[src/rtl/hls_deadlock_pkg.sv]
// Shared types and helpers for the HLS dataflow deadlock monitors.
package hls_deadlock_pkg;

   typedef enum logic [1:0] {
      IDLE,
      WATCH,
      BLOCKED
   } dl_state_t;

   localparam int unsigned STALL_CNT_W = 16;

   function automatic int unsigned dl_clog2(input int unsigned value);
      int unsigned r;
      r = 0;
      while ((64'd1 << r) < 64'(value)) r++;
      return r;
   endfunction

endpackage

[src/rtl/hls_deadlock_prio_enc.sv]
// Lowest-set-bit encoder; idx is 0 when vec is all zero.
module hls_deadlock_prio_enc
   import hls_deadlock_pkg::*;
#(
   parameter int unsigned N = 6,
   parameter int unsigned W = (dl_clog2(N) > 1) ? dl_clog2(N) : 1
) (
   input  logic [N-1:0] vec,
   output logic [W-1:0] idx
);

   logic found;

   always_comb begin
      idx   = '0;
      found = 1'b0;
      for (int unsigned i = 0; i < N; i++) begin
         if (vec[i] && !found) begin
            idx   = W'(i);
            found = 1'b1;
         end
      end
   end

endmodule

[src/rtl/hls_deadlock_persist_monitor.sv]
// Deadlock monitor: a stall candidate must persist PERSIST_CYCLES edges before block is raised.
module hls_deadlock_persist_monitor
   import hls_deadlock_pkg::*;
#(
   parameter int unsigned NUM_AXIS       = 2,
   parameter int unsigned NUM_INST       = 4,
   parameter int unsigned PERSIST_CYCLES = 16,
   parameter int unsigned STICKY         = 1,
   localparam int unsigned NUM_SRC = NUM_AXIS + NUM_INST,
   localparam int unsigned SRC_W   = (dl_clog2(NUM_SRC) > 1) ? dl_clog2(NUM_SRC) : 1,
   localparam int unsigned CNT_W   = dl_clog2(PERSIST_CYCLES + 1)
) (
   input  logic                   clock,
   input  logic                   reset,
   input  logic                   clear,
   input  logic [NUM_AXIS-1:0]    axis_mask,
   input  logic [NUM_AXIS-1:0]    axis_block_sigs,
   input  logic [NUM_INST-1:0]    inst_idle_sigs,
   input  logic [NUM_INST-1:0]    inst_block_sigs,
   output logic                   block,
   output logic [SRC_W-1:0]       first_idx,
   output logic [STALL_CNT_W-1:0] stall_cnt
);

   localparam logic [CNT_W-1:0] PCNT_LAST = CNT_W'(PERSIST_CYCLES - 1);

   dl_state_t              state, state_nxt;
   logic [CNT_W-1:0]       pcnt, pcnt_nxt;
   logic                   block_nxt;
   logic [SRC_W-1:0]       idx_nxt;
   logic [STALL_CNT_W-1:0] stall_nxt;
   logic [NUM_SRC-1:0]     src;
   logic [SRC_W-1:0]       lead;
   logic                   cand;

   // Idle instances are never treated as blocked.
   assign src  = {inst_block_sigs & ~inst_idle_sigs, axis_block_sigs & axis_mask};
   assign cand = |src;

   hls_deadlock_prio_enc #(
      .N (NUM_SRC),
      .W (SRC_W)
   ) u_prio_enc (
      .vec (src),
      .idx (lead)
   );

   always_ff @(posedge clock or posedge reset) begin
      if (reset) begin
         state     <= IDLE;
         pcnt      <= '0;
         block     <= 1'b0;
         first_idx <= '0;
         stall_cnt <= '0;
      end else begin
         state     <= state_nxt;
         pcnt      <= pcnt_nxt;
         block     <= block_nxt;
         first_idx <= idx_nxt;
         stall_cnt <= stall_nxt;
      end
   end

   always_comb begin
      state_nxt = state;
      pcnt_nxt  = pcnt;
      block_nxt = block;
      idx_nxt   = first_idx;
      stall_nxt = stall_cnt;
      if (clear) begin
         state_nxt = IDLE;
         pcnt_nxt  = '0;
         block_nxt = 1'b0;
         idx_nxt   = '0;
         stall_nxt = '0;
      end else begin
         case (state)
            IDLE: begin
               if (cand) begin
                  idx_nxt   = lead;
                  stall_nxt = '0;
                  if (PERSIST_CYCLES == 1) begin
                     state_nxt = BLOCKED;
                     block_nxt = 1'b1;
                  end else begin
                     state_nxt = WATCH;
                     pcnt_nxt  = CNT_W'(1);
                  end
               end
            end
            WATCH: begin
               if (!cand) begin
                  state_nxt = IDLE;
                  pcnt_nxt  = '0;
               end else if (pcnt == PCNT_LAST) begin
                  state_nxt = BLOCKED;
                  block_nxt = 1'b1;
                  pcnt_nxt  = '0;
               end else begin
                  pcnt_nxt = pcnt + CNT_W'(1);
               end
            end
            BLOCKED: begin
               if (STICKY == 0 && !cand) begin
                  state_nxt = IDLE;
                  block_nxt = 1'b0;
               end else if (stall_cnt != '1) begin
                  stall_nxt = stall_cnt + STALL_CNT_W'(1);
               end
            end
            default: begin
               state_nxt = IDLE;
            end
         endcase
      end
   end

endmodule

[config.mk]
export PLATFORM = sky130hd
export DESIGN_NAME = hls_deadlock_persist_monitor
export DESIGN_NICKNAME = d
export VERILOG_FILES = /design/src/rtl/hls_deadlock_pkg.sv /design/src/rtl/hls_deadlock_prio_enc.sv /design/src/rtl/hls_deadlock_persist_monitor.sv
export SDC_FILE = /design/constraint.sdc
export NUM_CORES = 1
export LEC_CHECK = 0
export ABC_AREA = 0
export BUFFER_PORTS_ARGS = -buffer_cell sky130_fd_sc_hd__buf_2
export CAP_MARGIN = 0
export CELL_PAD_IN_SITES_DETAIL_PLACEMENT = 1
export CELL_PAD_IN_SITES_GLOBAL_PLACEMENT = 1
export CORE_MARGIN = 2
export CORE_UTILIZATION = 40
export CTS_CLUSTER_SIZE = 20
export DETAILED_ROUTE_END_ITERATION = 12
export PLACE_DENSITY = 0.82
export SLEW_MARGIN = 5
export SYNTH_ARGS = -nofsm -noshare
export SYNTH_HDL_FRONTEND = slang
export SYNTH_SLANG_ARGS = --single-unit
[constraint.sdc]
create_clock -name clock -period 2.4 [get_ports clock]
set_clock_uncertainty 0.15 [all_clocks]
set_input_delay 0.36 -clock clock [delete_from_list [all_inputs] [get_ports clock]]
set_output_delay 0.36 -clock clock [all_outputs]
set_load 0.02 [all_outputs]
==> impl_metrics.env <==
export IMPL_clock_sinks=27
export IMPL_critical_path_slowest_cell="nor2_1"
export IMPL_max_slew_worst_pin_slew_ns=0.728
export IMPL_slew_violations=0
export IMPL_final_layout_size_suffix_gt1_frac=0.217
export IMPL_final_cells=260
export IMPL_cts_buffers=3
export IMPL_gr_usage_met3=0.0221
export IMPL_clkLatencyLatePin_ns=0.27
export IMPL_synth_edff_count=0
export IMPL_gp_congestion=0.823
export IMPL_rows=22
export IMPL_route_vias_total=1508
export IMPL_drt_vias_per_instance=5.80
export IMPL_min_period_ns=2.05
export IMPL_synth_area_sq_um=1550
export IMPL_initial_core_util=0.421
export IMPL_irDropWorstVdd_mv=0.188
export IMPL_grt_met1_usage=0.283
export IMPL_path_max_fanout=8
export IMPL_start_kind="flip-flop"
export IMPL_yosysWarnings=0
export IMPL_antennaDiodeCount=0
export IMPL_syn_inst=175
export IMPL_cp_required_ns=2.45
export IMPL_crit_type="reg -> reg"
export IMPL_cap_violations=0
export IMPL_grt_pass1_wl_um=7510
export IMPL_dieArea_sq_um=4400
export IMPL_ys_seq_elements=27
export IMPL_busiest_layer="met2"
export IMPL_ys_seq_area_frac=0.435
export IMPL_clock_root_buffer="clkbuf_8"
export IMPL_p_per_area_nw_per_um2=451
export IMPL_final_common_cell="buf_2"
export IMPL_die_w_um=66.3
export IMPL_p_total_w=0.000828
export IMPL_hpwl_um=3240
export IMPL_rsz0062_at_grt="no"
export IMPL_gr_total_overflow=0
export IMPL_hold_path_class="in -> reg"
export IMPL_hold_viol=0
export IMPL_finalSetupViolations=0
export IMPL_finalSetupTns_ns=0
export IMPL_area_growth_pct=18.2
export IMPL_grt_max_degree=28
export IMPL_nFillCells=474
export IMPL_synth_avg_cell_area_sq_um=8.87
export IMPL_cts_tree="yes"
export IMPL_synthArstFlopShare=1.00
export IMPL_grt_pass1_vias=1590
export IMPL_antenna_found_initial=0
export IMPL_first_pass_iters=4
export IMPL_synthesis_nets=192
export IMPL_io_pins=35
export IMPL_nets=230
export IMPL_wire_per_inst_um=16.6
export IMPL_dp_cells=255
export IMPL_stdcell_area_sq_um=1840
export IMPL_final_cell_mix="34 x buf_2, 27 x dfrtp_1, 17 x a21oi_1, 16 x o21ai_0, 12 x nor2_1"
export IMPL_grtUsageMet2=0.388
export IMPL_grtUsageTotal=0.220
export IMPL_fmax_ghz=0.488
export IMPL_slew_headroom=0.508
export IMPL_fin_util=0.498
export IMPL_post_cts_buffers=0
export IMPL_drtIter0Drc=84
export IMPL_port_buffers=34
export IMPL_clkSlewWorstSetupHoldPaths_ns=0.09
export IMPL_cp_slowest_stage_delay_ns=0.44
export IMPL_cts_buffer_depth=2
export IMPL_h_tree_depth=1
export IMPL_routed_wl_um=4310
export IMPL_end_kind="flip-flop"
export IMPL_placed_area_sq_um=1780
export IMPL_yosys_most_used_dff="dfrtp_1"
export IMPL_p_leak_nw=0.848
export IMPL_run_status="finished, final reports clean"
export IMPL_cp_cell_sequence="ha_1, nand2_1, or2_2, nor2_1, o21ai_0, a21oi_1"
export IMPL_timing_final_crit_share=0.853
export IMPL_arrival_ns=2.10
export IMPL_core_area_sq_um=3690
export IMPL_drc=0
export IMPL_antenna_left=0
export IMPL_synth_distinct_cells=45
export IMPL_die_h_um=66.3
## cell usage after synthesis, types with 2 or more instances
library cell   n  share of area
inv_1          8          0.019
o21ai_1        2         0.0064
nand3_1        8          0.026
o31ai_1        4          0.019
nor3b_1        2         0.0097
o22ai_1        2         0.0081
a211oi_1       2         0.0097
a41oi_1        4          0.023
nor2_1        12          0.029
buf_2          2         0.0064
clkbuf_1       2         0.0048
and3_1         2         0.0081
nor2b_1        4          0.016
nor3_1         8          0.026
o21ai_0       16          0.052
and2_1         2         0.0081
o211ai_1       2         0.0097
o2bb2ai_1      2          0.011
or2_2          2         0.0081
a21oi_1       17          0.055
dfrtp_1       27           0.44
nand2b_1       4          0.016
ha_1           2          0.016
a31oi_1        6          0.024
nand2_1       10          0.024
or3_1          2         0.0081
nand4_1        3          0.012
## logic make-up (layout without fill, tap and decap cells)
logic type      after synthesis  count (layout)  share of synthesized area
flops                        27              27                      0.435
compound gates               66              66                      0.268
fa+ha+maj                     2               2                     0.0161
simple gates                 67              67                      0.246
buf+inv                      13              50                     0.0355
## per-layer routing
metal	up-vias	wire (um)	part of all wire
met5	-	0	0
met4	0	58	0.013
met3	6	85	0.020
met2	21	2210	0.51
met1	747	1950	0.45
li1	734	-	-
## report_power, final
group          switching, W  internal [W]
registers        0.00000854      0.000462
logic             0.0000605     0.0000350
clock network      0.000143      0.000119
## metrics by stage
stage / setup slack, ns / hold slack [ns]
after floorplan: 0.510 / 0.263
after global placement: 0.436 / 0.288
after detailed placement: 0.326 / 0.297
after CTS: 0.379 / 0.286
after global routing: 0.192 / 0.304
final: 0.352 / 0.279
## timing repair
action	CTS	global route
gates resized for setup	0	0
hold buffers	1	0
endpoints found under the hold margin	14	0
## flip-flops by register name (all words and copies together), names as in the netlist
name       flops
block          1
stall_cnt     16
first_idx      3
state          2
pcnt           5
## worst max-delay path: cells and delay by family (launching register included)
family / cells / cell delay, ns
AO/OA/AOI/OAI: 2 / 0.33
adder cells (fa/ha/maj): 1 / 0.21
flip-flops: 1 / 0.41
AND/OR/NAND/NOR: 3 / 0.89
## path summary, 6_finish.rpt
path,startpoint,end,slack (ns),cells after the start
hold / removal,clear,first_idx[0],0.28,2
setup reg to reg,stall_cnt[0],stall_cnt[6],0.35,6
hold reg to reg,stall_cnt[10],stall_cnt[10],0.35,1
max in group asynchronous,reset,stall_cnt[8],1.32,4
setup / recovery,stall_cnt[0],stall_cnt[6],0.35,6
min in group asynchronous,reset,pcnt[3],0.53,4
## final cells by class
cell class	instances	area, sq um	share of cell area
multi-input combinational	135	822	0.448
sequential	27	676	0.368
timing repair buffer	38	203	0.110
tap	48	60.1	0.0327
clock buffer	4	45.0	0.0245
inverter	8	30.0	0.0164
(Power assumes the default switching activity.)
